File: config.mk
export PLATFORM = sky130hd
export DESIGN_NAME = instr_encoder_flat
export DESIGN_NICKNAME = d
export VERILOG_FILES = /design/src/rtl/instr_encoder_if.sv /design/src/rtl/instr_encoder.sv /design/src/flat_wrapper.sv
export SDC_FILE = /design/constraint.sdc
export NUM_CORES = 1
export LEC_CHECK = 0
export CAP_MARGIN = 10
export CORE_MARGIN = 5
export CORE_UTILIZATION = 45
export CTS_CLUSTER_SIZE = 16
export DETAILED_ROUTE_END_ITERATION = 10
export GPL_TIMING_DRIVEN = 0
export PLACE_DENSITY = 0.76
export SETUP_SLACK_MARGIN = 0.2
export SLEW_MARGIN = 5
export SYNTH_ARGS = -nofsm -noshare
export SYNTH_HDL_FRONTEND = slang
export SYNTH_SLANG_ARGS = --single-unit
File: constraint.sdc
create_clock -name clk -period 2.7 [get_ports clk]
set_input_delay 0.54 -clock clk [delete_from_list [all_inputs] [get_ports clk]]
set_output_delay 0.54 -clock clk [all_outputs]
set_load 0.005 [all_outputs]
File: src/rtl/instr_encoder_if.sv
// Request/response bundle for instr_encoder: encode request in, encoded word and error pulse out.
// The master side issues requests and consumes words; the slave side is the encoder.
interface instr_encoder_if #(
  parameter int ADDR_W = 8
);
  logic              req_valid;
  logic              req_ready;
  logic [2:0]        req_class;
  logic [3:0]        req_alu;
  logic [4:0]        req_rd;
  logic [4:0]        req_rs1;
  logic [4:0]        req_rs2;
  logic [31:0]       req_imm;

  logic              out_valid;
  logic              out_ready;
  logic [31:0]       out_instr;
  logic [ADDR_W-1:0] out_addr;

  logic              err_valid;
  logic [1:0]        err_code;

  modport master (
    output req_valid, req_class, req_alu, req_rd, req_rs1, req_rs2, req_imm, out_ready,
    input  req_ready, out_valid, out_instr, out_addr, err_valid, err_code
  );

  modport slave (
    input  req_valid, req_class, req_alu, req_rd, req_rs1, req_rs2, req_imm, out_ready,
    output req_ready, out_valid, out_instr, out_addr, err_valid, err_code
  );
endinterface

File: src/rtl/instr_encoder.sv
// Encodes class/alu/reg/imm requests into 32-bit words tagged with a running word address; ENC_RANGE_CHECK_EN enables imm range/alignment rejection.
// Latency 1 into an empty 2-entry FIFO; req_ready is registered and drops only while the FIFO is full.
module instr_encoder #(
  parameter int ADDR_W = 8
) (
  input logic            clk,
  input logic            reset,
  instr_encoder_if.slave bus
);

  localparam logic [6:0] OP_R    = 7'b0110011;
  localparam logic [6:0] OP_I    = 7'b0010011;
  localparam logic [6:0] OP_LD   = 7'b0000011;
  localparam logic [6:0] OP_ST   = 7'b0100011;
  localparam logic [6:0] OP_BR   = 7'b1100011;
  localparam logic [6:0] OP_JAL  = 7'b1101111;
  localparam logic [6:0] OP_CUST = 7'b0001011;

  localparam logic [1:0] ERR_NONE    = 2'd0;
  localparam logic [1:0] ERR_ILLEGAL = 2'd1;
  localparam logic [1:0] ERR_RANGE   = 2'd2;
  localparam logic [1:0] ERR_ALIGN   = 2'd3;

  typedef struct packed {
    logic [ADDR_W-1:0] addr;
    logic [31:0]       instr;
  } entry_t;

  function automatic logic [31:0] fmt_r(input logic [6:0] f7, input logic [2:0] f3,
                                        input logic [4:0] rs2, input logic [4:0] rs1,
                                        input logic [4:0] rd, input logic [6:0] op);
    return {f7, rs2, rs1, f3, rd, op};
  endfunction

  function automatic logic [31:0] fmt_i(input logic [11:0] imm, input logic [4:0] rs1,
                                        input logic [2:0] f3, input logic [4:0] rd,
                                        input logic [6:0] op);
    return {imm, rs1, f3, rd, op};
  endfunction

  function automatic logic [31:0] fmt_s(input logic [11:0] imm, input logic [4:0] rs2,
                                        input logic [4:0] rs1, input logic [2:0] f3,
                                        input logic [6:0] op);
    return {imm[11:5], rs2, rs1, f3, imm[4:0], op};
  endfunction

  // b holds offset[12:1]; bit 0 of the offset is never encoded
  function automatic logic [31:0] fmt_b(input logic [11:0] b, input logic [4:0] rs2,
                                        input logic [4:0] rs1, input logic [2:0] f3,
                                        input logic [6:0] op);
    return {b[11], b[9:4], rs2, rs1, f3, b[3:0], b[10], op};
  endfunction

  // j holds offset[20:1]
  function automatic logic [31:0] fmt_j(input logic [19:0] j, input logic [4:0] rd,
                                        input logic [6:0] op);
    return {j[19], j[9:0], j[10], j[18:11], rd, op};
  endfunction

`ifdef ENC_RANGE_CHECK_EN
  logic signed [31:0] imm_s;
  logic               fits_12;
  logic               fits_b;
  logic               fits_j;

  assign imm_s   = bus.req_imm;
  assign fits_12 = (imm_s >= -32'sd2048)    && (imm_s <= 32'sd2047);
  assign fits_b  = (imm_s >= -32'sd4096)    && (imm_s <= 32'sd4094);
  assign fits_j  = (imm_s >= -32'sd1048576) && (imm_s <= 32'sd1048574);
`else
  logic unused_imm_hi;
  assign unused_imm_hi = ^bus.req_imm[31:21];
`endif

  logic [31:0] enc_instr;
  logic [1:0]  enc_err;

  always_comb begin
    enc_instr = '0;
    enc_err   = ERR_NONE;
    case (bus.req_class)
      3'd0: begin
        case (bus.req_alu)
          4'd0:    enc_instr = fmt_r(7'b0000000, 3'b000, bus.req_rs2, bus.req_rs1, bus.req_rd, OP_R);
          4'd1:    enc_instr = fmt_r(7'b0100000, 3'b000, bus.req_rs2, bus.req_rs1, bus.req_rd, OP_R);
          4'd2:    enc_instr = fmt_r(7'b0000000, 3'b111, bus.req_rs2, bus.req_rs1, bus.req_rd, OP_R);
          4'd3:    enc_instr = fmt_r(7'b0000000, 3'b110, bus.req_rs2, bus.req_rs1, bus.req_rd, OP_R);
          4'd4:    enc_instr = fmt_r(7'b0000000, 3'b100, bus.req_rs2, bus.req_rs1, bus.req_rd, OP_R);
          default: enc_err   = ERR_ILLEGAL;
        endcase
      end
      3'd1: begin
        enc_instr = fmt_i(bus.req_imm[11:0], bus.req_rs1, 3'b000, bus.req_rd, OP_I);
`ifdef ENC_RANGE_CHECK_EN
        if (!fits_12) enc_err = ERR_RANGE;
`endif
      end
      3'd2: begin
        enc_instr = fmt_i(bus.req_imm[11:0], bus.req_rs1, 3'b010, bus.req_rd, OP_LD);
`ifdef ENC_RANGE_CHECK_EN
        if (!fits_12) enc_err = ERR_RANGE;
`endif
      end
      3'd3: begin
        enc_instr = fmt_s(bus.req_imm[11:0], bus.req_rs2, bus.req_rs1, 3'b010, OP_ST);
`ifdef ENC_RANGE_CHECK_EN
        if (!fits_12) enc_err = ERR_RANGE;
`endif
      end
      3'd4: begin
        enc_instr = fmt_b(bus.req_imm[12:1], bus.req_rs2, bus.req_rs1, 3'b000, OP_BR);
`ifdef ENC_RANGE_CHECK_EN
        if (!fits_b)              enc_err = ERR_RANGE;
        else if (bus.req_imm[0])  enc_err = ERR_ALIGN;
`endif
      end
      3'd5: begin
        enc_instr = fmt_j(bus.req_imm[20:1], bus.req_rd, OP_JAL);
`ifdef ENC_RANGE_CHECK_EN
        if (!fits_j)              enc_err = ERR_RANGE;
        else if (bus.req_imm[0])  enc_err = ERR_ALIGN;
`endif
      end
      3'd6: begin
        // custom ops 8..B map straight onto f3 0..3
        case (bus.req_alu)
          4'd8, 4'd9, 4'd10, 4'd11:
            enc_instr = fmt_r(7'b0000000, bus.req_alu[2:0], bus.req_rs2, bus.req_rs1, bus.req_rd, OP_CUST);
          default: enc_err = ERR_ILLEGAL;
        endcase
      end
      default: enc_err = ERR_ILLEGAL;
    endcase
  end

  entry_t            mem_q [2];
  logic              rd_ptr_q;
  logic              wr_ptr_q;
  logic [1:0]        count_q;
  logic [1:0]        count_d;
  logic              ready_q;
  logic              ready_d;
  logic [ADDR_W-1:0] addr_q;
  logic [ADDR_W-1:0] addr_d;
  logic              err_valid_q;
  logic              err_valid_d;
  logic [1:0]        err_code_q;
  logic [1:0]        err_code_d;

  logic accept;
  logic illegal;
  logic push;
  logic pop;
  logic fifo_vld;

  assign fifo_vld = (count_q != 2'd0);
  assign accept   = bus.req_valid && ready_q;
  assign illegal  = (enc_err != ERR_NONE);
  assign push     = accept && !illegal;
  assign pop      = fifo_vld && bus.out_ready;

  always_comb begin
    case ({push, pop})
      2'b10:   count_d = count_q + 2'd1;
      2'b01:   count_d = count_q - 2'd1;
      default: count_d = count_q;
    endcase
    ready_d     = (count_d != 2'd2);
    addr_d      = push ? addr_q + ADDR_W'(1) : addr_q;
    err_valid_d = accept && illegal;
    err_code_d  = (accept && illegal) ? enc_err : ERR_NONE;
  end

  always_ff @(posedge clk) begin
    if (reset) begin
      count_q     <= 2'd0;
      rd_ptr_q    <= 1'b0;
      wr_ptr_q    <= 1'b0;
      ready_q     <= 1'b0;
      addr_q      <= '0;
      err_valid_q <= 1'b0;
      err_code_q  <= ERR_NONE;
    end else begin
      count_q     <= count_d;
      ready_q     <= ready_d;
      addr_q      <= addr_d;
      err_valid_q <= err_valid_d;
      err_code_q  <= err_code_d;
      if (push) wr_ptr_q <= ~wr_ptr_q;
      if (pop)  rd_ptr_q <= ~rd_ptr_q;
    end
  end

  // storage needs no reset: count_q alone decides which slots are valid
  always_ff @(posedge clk) begin
    if (push) mem_q[wr_ptr_q] <= '{addr: addr_q, instr: enc_instr};
  end

  assign bus.req_ready = ready_q;
  assign bus.out_valid = fifo_vld;
  assign bus.out_instr = mem_q[rd_ptr_q].instr;
  assign bus.out_addr  = mem_q[rd_ptr_q].addr;
  assign bus.err_valid = err_valid_q;
  assign bus.err_code  = err_code_q;

endmodule

File: src/flat_wrapper.sv
// flat-port wrapper written by rule: the top's interface ports become plain ports
module instr_encoder_flat 
#(
  parameter int ADDR_W = 8
)
  (clk, reset, bus_req_valid, bus_req_class, bus_req_alu, bus_req_rd, bus_req_rs1, bus_req_rs2, bus_req_imm, bus_out_ready, bus_req_ready, bus_out_valid, bus_out_instr, bus_out_addr, bus_err_valid, bus_err_code);
  instr_encoder_if #(.ADDR_W(ADDR_W)) bus_i ();
  input logic clk;
  input logic reset;
  input wire logic [$bits(bus_i.req_valid)-1:0] bus_req_valid;
  input wire logic [$bits(bus_i.req_class)-1:0] bus_req_class;
  input wire logic [$bits(bus_i.req_alu)-1:0] bus_req_alu;
  input wire logic [$bits(bus_i.req_rd)-1:0] bus_req_rd;
  input wire logic [$bits(bus_i.req_rs1)-1:0] bus_req_rs1;
  input wire logic [$bits(bus_i.req_rs2)-1:0] bus_req_rs2;
  input wire logic [$bits(bus_i.req_imm)-1:0] bus_req_imm;
  input wire logic [$bits(bus_i.out_ready)-1:0] bus_out_ready;
  output wire logic [$bits(bus_i.req_ready)-1:0] bus_req_ready;
  output wire logic [$bits(bus_i.out_valid)-1:0] bus_out_valid;
  output wire logic [$bits(bus_i.out_instr)-1:0] bus_out_instr;
  output wire logic [$bits(bus_i.out_addr)-1:0] bus_out_addr;
  output wire logic [$bits(bus_i.err_valid)-1:0] bus_err_valid;
  output wire logic [$bits(bus_i.err_code)-1:0] bus_err_code;
  assign bus_i.req_valid = bus_req_valid;
  assign bus_i.req_class = bus_req_class;
  assign bus_i.req_alu = bus_req_alu;
  assign bus_i.req_rd = bus_req_rd;
  assign bus_i.req_rs1 = bus_req_rs1;
  assign bus_i.req_rs2 = bus_req_rs2;
  assign bus_i.req_imm = bus_req_imm;
  assign bus_i.out_ready = bus_out_ready;
  assign bus_req_ready = bus_i.req_ready;
  assign bus_out_valid = bus_i.out_valid;
  assign bus_out_instr = bus_i.out_instr;
  assign bus_out_addr = bus_i.out_addr;
  assign bus_err_valid = bus_i.err_valid;
  assign bus_err_code = bus_i.err_code;
  instr_encoder #(.ADDR_W(ADDR_W)) u_core (.clk(clk), .reset(reset), .bus(bus_i));
endmodule
Word level (Yosys, flattened, before mapping)
Memory sizes are Yosys's and may differ from the RTL's. A register that Yosys moved wholly into a read port is not among the register bits.
Index checks and enable logic that the tools add are counted.
Widths: inputs -> output; s select.
Cells by class
  add/sub/neg operators: 3
  eq/ne operators: 17
  muxes and demuxes: 11
  bitwise logic cells: 3
  reduce and logical (&&, ||, !) cells: 13
Operators with widths (count)
  $pmux 32 s7: 1
  $pmux 31 s5: 1
  $mux 25: 1
  $eq 4x4->1 const B: 4
  $reduce_or 5->1: 2
  $eq 3x3->1 const B: 3
  $add 8x1->8 const B: 1
  $eq 4x2->1 const B: 2
  $eq 3x2->1 const B: 2
  $mux 1: 6
  $pmux 2 s3: 1
  $eq 4x1->1 const B: 1
  $eq 4x3->1 const B: 1
  $logic_and 1x1->1: 4
  $logic_not 4->1: 1
  $pmux 2 s2: 1
  $reduce_bool 2->1: 2
  $reduce_or 4->1: 1
  $eq 3x1->1 const B: 1
  $logic_not 3->1: 1
  $not 1->1: 3
  $add 2x1->2 const B: 1
  $eq 2x1->1 const B: 1
  $eq 2x2->1 const B: 1
  other kinds (4): 4
Word-level totals
  register bits: 16
  bits in writable memories: 80
  bits of input ports: 58
  output and inout bits: 45
  logic and storage cells: 55
  memories: 1
Memory list
  u_core.mem_q: words 2, bits a word 40, rd ports 1, clocked after Yosys merged registers in 1, write ports 1, RTL line instr_encoder.sv:136  | entry_t mem_q [2];

Longest topological paths before layout
Gate-level depths: netlist of run 1.
  depth after elaboration: 10
  mapped depth: 10
  mapped depth without buffers: 8

Worst setup path before layout of run 1
OpenSTA, ideal clock, no wires.
  kind: in2reg
  start point: input port bus_req_alu[1]
  end point: memory u_core.mem_q[1][10] (netlist bit), enable pin
  setup time: 0.400 ns
  data arrival time: 2.358 ns
  data required time: 2.300 ns
  slack: -0.058 ns
  cell stages on the path: 5
  buffers on the path: 1
  cell sequence: o21ai_1 a21oi_4 buf_4 nor3_2 and2_1
On the way
  word-level cells in the longest chain between the ends: 9
  elaborated cells on any way between the ends: 19
  classes of those cells: eq/ne (8); mux (5); reduce/logical (6)
Ends and longest elaborated chain
  from (decl): RTL line flat_wrapper.sv:12  | input wire logic [$bits(bus_i.req_alu)-1:0] bus_req_alu;
  $eq 4x1->1 (tied with other cells): RTL line instr_encoder.sv:83  | case (bus.req_alu)
  $reduce_or 5->1 (no source line) or $reduce_or 4->1 (tied branches)
  $mux 1 (on tied branches): RTL line instr_encoder.sv:83, instr_encoder.sv:126
  $pmux 2 s3 (*): RTL line instr_encoder.sv:81  | case (bus.req_class)
  $reduce_bool 2->1 (*): RTL line instr_encoder.sv:158  | assign illegal = (enc_err != ERR_NONE);
  $logic_not 1->1 (*): RTL line instr_encoder.sv:159  | assign push = accept && !illegal;
  $logic_and 1x1->1 (*): RTL line instr_encoder.sv:159
  $mux 1 (*): RTL line instr_encoder.sv:196  | if (push) mem_q[wr_ptr_q] <= '{addr: addr_q, instr: enc_instr};
  $mux 1 (not written as such) (*): RTL line instr_encoder.sv:196
  to (decl): RTL line instr_encoder.sv:136
Every way passes the cells marked *; elsewhere a longest branch is shown, timed or not.

==> reports/qor.yml, run 1 <==
yosys:
  synth-simple-area-share_pct: 10.0
  yosysSeqAreaShare_pct: 63.4
  synth_fa_ha_area_share_pct: 0.596
  yosysUniqueCellTypes: 48
  synth_area_mm2: 0.00420
  synth_area_per_cell_um2: 14.0
  synth_top_family_by_area: "multiplexers"
  synth-async-reset-ratio_pct: 0
  muxShareOfSynthArea_pct: 12.2
  synth_edf_count: 78
  synth_flop_cell: "edfxtp_1"
  synth.ff_latch_count: 94
  netlist_instances: 300
  yosysWarningCount: 0
  synth_xor_area_share_pct: 0.625
  syn_nets: 360
  synth_compound_area_share_pct: 10.3
grt:
  grt_pass1_vias: 2818
  grt_antenna_before_repair: 0
  grt_pass1_wl_um: 14300
  grt_max_degree: 40
  overflow: 0
  grtUsageTotal_pct: 16.1
floorplan:
  die_x_um: 107
  fp.dieH_um: 107
  core_mm2: 0.00915
  initial_utilization_pct: 45.9
  die_area_mm2: 0.0114
  rows: 35
  io_pins: 103
sta:
  hold_viol_final: 0
  rsz0062_at_grt: "true"
  maxSlewHeadroom_pct: 61.1
  finalCriticalPeriod_ps: 2420
  fin_skew_ps: 11.3
  tns_ps: 0
  setup_ws_ps: 282
  max_freq_mhz: 414
  fin_crit_sh_pct: 89.6
  hold-worst-slack_ps: 486
  tightestPinTransition_ps: 584
  setup_viol: 0
  slew_viol_final: 0
place:
  place.gp.congestion: 0.771
  place_area_mm2: 0.00521
  hpwlAfterDp_um: 6400
  dp.cells: 497
  pre_cts_ws_ps: -624
  io_buffers: 86
final_layout:
  instances_no_fill: 519
  syn_to_final_growth_pct: 30.4
  design_area_mm2: 0.00548
  antenna_cells: 0
  utilization_pct: 59.9
  layout-drive-gt1-share_pct: 21.8
  mostFrequentLayoutCell: "clkdlybuf4s50_1"
  final_net_count: 463
  layout_common_cells: "clkdlybuf4s50_1, edfxtp_1, mux2_2"
power:
  pwr-share-comb_pct: 21.1
  p_int_mw: 2.48
  p_sw_mw: 0.791
  p_seq_share_pct: 51.1
  ir_worst_vdd_mv: 0.282
  power.density_mw_per_mm2: 596
  netSwitchingFraction_pct: 24.2
  finalPower_mw: 3.27
  leakagePower_nw: 1.91
  clockPowerShare_pct: 27.7
run_status:
  outcome: "finished, final reports clean"
clock_tree:
  cts_tree: "yes"
  clk_path_buf_depth: 2
  clk_pin_slew_ps: 90
  numClockSinks: 94
  cts_hold_buf: 0
  insertion_delay_ps: 350
  cts_max_level: 3
  clockRootBuffer: "clkbuf_8"
  numCtsBuffers: 9
drt:
  postRouteAntennaNets: 0
  drt_pass1_iterations: 4
  drc_errors: 0
  drt_iter0_drc: 182
  wirelength_um: 9390
  num_vias: 2847
  wire_per_inst_um: 18.1
  drt-vias-per-instance: 5.49
worst_hold_path:
  holdCritPathClass: "reg -> reg"
worst_setup_path:
  worstPathRequired_ps: 2160
  path_class: "reg -> out"
  path_max_fanout: 10
  crit_path_end_kind: "output pin"
  cp-start-kind: "register"
  crit_arrival_ps: 1880
job:
  cap_violations: 0
==> cells in the mapped netlist (5+ instances only) <==
master / n / area (um2)
a22o_1: 5 / 43.8
a32o_1: 6 / 60.1
clkbuf_1: 5 / 18.8
dfxtp_1: 16 / 320
mux2_2: 41 / 462
a221o_1: 5 / 50.1
nand2_1: 11 / 41.3
nor2_1: 13 / 48.8
mux2i_1: 5 / 50.1
a21oi_1: 15 / 75.1
or4_1: 7 / 52.6
inv_1: 6 / 22.5
nor3_1: 7 / 35.0
o21ai_0: 6 / 30.0
o31ai_1: 8 / 60.1
and3_1: 6 / 37.5
edfxtp_1: 78 / 2340
nand2b_1: 5 / 31.3
nor2b_1: 5 / 31.3
==> path summary, 6_finish.rpt <==
kind / slack [ps] / start / cells after the start / to
worst max-delay path: 280 / register / 3 / bus_out_instr[20]
worst min-delay path: 490 / u_core.addr_q[7] / 0 / u_core.mem_q[1][39]
worst max register to register: 690 / u_core.bus.req_ready / 3 / u_core.mem_q[0][29]
worst min register to register: 490 / u_core.addr_q[7] / 0 / u_core.mem_q[1][39]
==> timing repair <==
item	CTS	global route
buffers inserted	4	0
resized for setup	11	9
gates cloned	2	0
pin swaps	2	1
endpoints found under the setup margin	110	52
==> flip-flops by register name, summed over array words and instances (netlist names), named ones only <==
signal and flops:
u_core.bus.err_code 1, u_core.rd_ptr_q 1, u_core.bus.err_valid 1, u_core.wr_ptr_q 1, u_core.mem_q 78, u_core.addr_q 8
u_core.count_q 2, u_core.bus.req_ready 1
==> power groups by stage <==
stage | Sequential (mW) | Combinational (mW) | Clock (mW)
finish | 1.67 | 0.691 | 0.906
global route | 1.68 | 0.743 | 0.977
CTS | 1.67 | 0.690 | 0.914
detailed placement | 1.71 | 0.666 | 0
global placement | 1.70 | 0.658 | 0
floorplan | 1.70 | 0.337 | 0
==> critical path, cell delays in order (launching register included) <==
cell and delay, ps:
dfxtp_1 370, clkbuf_2 320, mux2_2 380, clkdlybuf4s50_1 460
==> routing by layer <==
| metal | vias up | track usage [%] | share of wire [%] |
|---|---|---|---|
| met5 | - | 0 | 0 |
| met4 | 0 | 4.66 | 1.4 |
| li1 | 1368 | - | - |
| met3 | 8 | 3.85 | 5.9 |
| met1 | 1383 | 21.2 | 44 |
| met2 | 88 | 26.8 | 49 |
==> kinds of logic (layout without fill, tap and decap cells) <==
logic type,after synthesis,after routing
other,1,1
flip-flops,94,94
XOR/XNOR,3,3
buffers and inverters,23,131
multiplexers,46,46
AND/OR/NAND/NOR,73,73
AO/OA/AOI/OAI,58,58
adder cells (fa/ha/maj),2,2
==> area by class of cell <==
| class | instances | area, um2 |
|---|---|---|
| fill | 724 | 3670 |
| clock buffer | 10 | 128 |
| timing repair buffer | 90 | 893 |
| buffer | 17 | 111 |
| inverter | 6 | 26.3 |
| timing repair inverter | 2 | 15.0 |
| sequential | 94 | 2660 |
| tap | 111 | 139 |
| clock inverter | 6 | 61.3 |
| multi-input combinational | 183 | 1440 |
Note: power is estimated with default switching activity, not from simulation.
==> run 2, diff against run 1 <==
- CELL_PAD_IN_SITES_DETAIL_PLACEMENT: not set -> 0
- CELL_PAD_IN_SITES_GLOBAL_PLACEMENT: not set -> 1
- CORE_MARGIN: 5 -> 2
- CORE_UTILIZATION: 45 -> 36
- PLACE_DENSITY: 0.76 -> 0.75
==> run 2 against run 1 <==
Combinational power up 1%. Worst setup slack better by 15 ps. Sequential power about the same. Core utilization down 10 points. Count of clock-buffer cells in the layout up 3. Hold slack better by 1.7 ps. Cell area up 3.5%. Flip-flop and latch count unchanged. Cell count up 6.7%. Via count down 0.14%.
==> reports/qor.yml, run 2 (synthesis results as in run 1) <==
run_status:
  outcome: "finished, final reports clean"
final_layout:
  regMostFlops: "u_core.mem_q"
  reg_top3: "u_core.mem_q: 78 flops, u_core.addr_q: 8 flops, u_core.count_q: 2 flops"
  final_net_count: 465  # +0.43%
  mostFrequentLayoutCell: "clkdlybuf4s50_1"
  instances_no_fill: 554  # +6.7%
  syn_to_final_growth_pct: 35.1
  largest_reg_flops: 78  # unchanged
  layout-drive-gt1-share_pct: 22.0  # +0.14 points
  layout_common_cells: "clkdlybuf4s50_1, edfxtp_1, mux2_2"
worst_setup_path:
  path_max_fanout: 10  # unchanged
  crit_arrival_ps: 1860  # -20 ps
  reg2reg_slack_ps: 780  # +90 ps
  path_class: "reg -> out"
  worstPathCellList: "clkbuf_2 > mux2_2 > clkdlybuf4s50_1"
  slowest_delay_ps: 460  # about the same
  critical-path-slowest-cell: "clkdlybuf4s50_1"
  worstPathRequired_ps: 2160  # about the same
  crit_path_end_kind: "output pin"
  r2r_cells: 3  # unchanged
  cp-start-kind: "register"
  worstReg2RegStart: "u_core.bus.req_ready"
clock_tree:
  numCtsBuffers: 9  # unchanged
  cts_hold_buf: 0  # unchanged
  cts_tree: "yes"
  cts_max_level: 3  # unchanged
  numClockSinks: 94  # unchanged
  clk_pin_slew_ps: 60  # -30 ps
  insertion_delay_ps: 330  # -20 ps
  clockRootBuffer: "clkbuf_16"
  clk_path_buf_depth: 2  # unchanged
grt:
  overflow: 0  # unchanged
  grt_max_degree: 40  # unchanged
  grt_antenna_before_repair: 1  # +1
  grtUsageTotal_pct: 15.5  # -0.67 points
  grt_pass1_vias: 2895  # +2.7%
  grt_pass1_wl_um: 15000  # +4.8%
drt:
  num_vias: 2843  # -0.14%
  drc_errors: 0  # unchanged
  postRouteAntennaNets: 0  # unchanged
  wire_per_inst_um: 17.4  # -3.5%
  drt_pass1_iterations: 4  # unchanged
  drt_iter0_drc: 208  # +14%
  drt-vias-per-instance: 5.13  # -6.4%
  wirelength_um: 9670  # +3.0%
place:
  place.gp.congestion: 0.794  # +3.0%
  hpwlAfterDp_um: 6430  # +0.42%
  io_buffers: 86  # unchanged
  dp.cells: 529  # +6.4%
floorplan:
  rows: 39  # +11%
  initial_utilization_pct: 36.8  # -9.1 points
  die_area_mm2: 0.0126  # +10%
  fp.dieH_um: 112  # +5.1%
  die_x_um: 112  # +5.1%
  core_mm2: 0.0114  # +25%
  io_pins: 103  # unchanged
sta:
  fin_skew_ps: 7.16  # -4.19 ps
  maxSlewHeadroom_pct: 60.9  # -0.21 points
  setup_viol: 0  # unchanged
  hold-worst-slack_ps: 488  # +1.74 ps
  max_freq_mhz: 416  # +0.63%
  rsz0062_at_grt: "false"
  finalCriticalPeriod_ps: 2400  # -15.2 ps
  tightestPinTransition_ps: 587  # +3.17 ps
  hold_viol_final: 0  # unchanged
  fin_crit_sh_pct: 89.0  # -0.56 points
  slew_viol_final: 0  # unchanged
power:
  leakagePower_nw: 1.97  # +3.3%
  finalPower_mw: 3.65  # +12%
  p_sw_mw: 0.817  # +3.2%
  power.density_mw_per_mm2: 642  # +7.7%
  netSwitchingFraction_pct: 22.4  # -1.8 points
  ir_worst_vdd_mv: 0.431  # +53%
  clockPowerShare_pct: 34.9  # +7.2 points
  p_int_mw: 2.83  # +14%
  pwr-share-comb_pct: 19.2  # -1.9 points
  p_seq_share_pct: 45.9  # -5.2 points
worst_hold_path:
  hp-start: "u_core.addr_q[7]"
  holdCritPathClass: "reg -> reg"
  min_path_cells: 0  # unchanged
job:
  cap_violations: 0  # unchanged
## run 2: area by class of cell
type	instances	area (um2)
Fill cell	1038	5740
Sequential cell	94	2660
Multi-Input combinational cell	183	1440
Timing Repair Buffer	92	930
Clock buffer	13	260
Tap cell	143	179
Buffer	17	111
Clock inverter	3	43.8
Inverter	6	26.3
Timing Repair inverter	2	15.0
Antenna cell	1	2.50
## run 2: power by group through the flow
stage	clock network (mW)	logic [mW]	registers (mW)
2_1_floorplan	0	0.337	1.70
3_3_place_gp	0	0.665	1.70
3_5_place_dp	0	0.671	1.71
4_1_cts	1.29	0.704	1.67
5_1_grt	1.36	0.758	1.68
6_report	1.27	0.700	1.67
## run 2: stage by stage
stage / util [%] / setup TNS, ps / instance area [um2] / setup WS, ps
after floorplan: - / 0 / 4210 / 249
after global placement: 45.9 / -44270 / 5250 / -629
after detailed placement: 45.9 / -45390 / 5250 / -631
after CTS: 49.4 / 0 / 5640 / 82.2
after global routing: 49.7 / 0 / 5670 / 192
final: 49.7 / 0 / 5670 / 297
## run 2: per-layer routing
| metal | vias to the layer above | global-route usage [%] | part of all wire, % |
|---|---|---|---|
| li1 | 1372 | - | - |
| met1 | 1380 | 20.5 | 43 |
| met2 | 81 | 24.9 | 49 |
| met3 | 10 | 3.62 | 6.4 |
| met4 | 0 | 6.02 | 1.6 |
| met5 | - | 0 | 0 |
## run 2: final timing paths
kind | to
setup / recovery | bus_out_instr[13]
hold / removal | u_core.mem_q[1][39]
setup reg to reg | u_core.mem_q[0][22]
hold reg to reg | u_core.mem_q[1][39]
## run 2: what timing repair did
item | in CTS | in global routing
resized for setup | 15 | 4
setup buffers | 4 | 2
endpoints found under the hold margin | 0 | 0
pin swaps | 1 | 0
gates cloned | 1 | 1
setup endpoints to repair | 111 | 75
## run 2: critical path: cells and delay by family (launching register included)
family,cells,cell delay (ps)
buffers and inverters,2,800
flip-flops,1,360
multiplexers,1,380
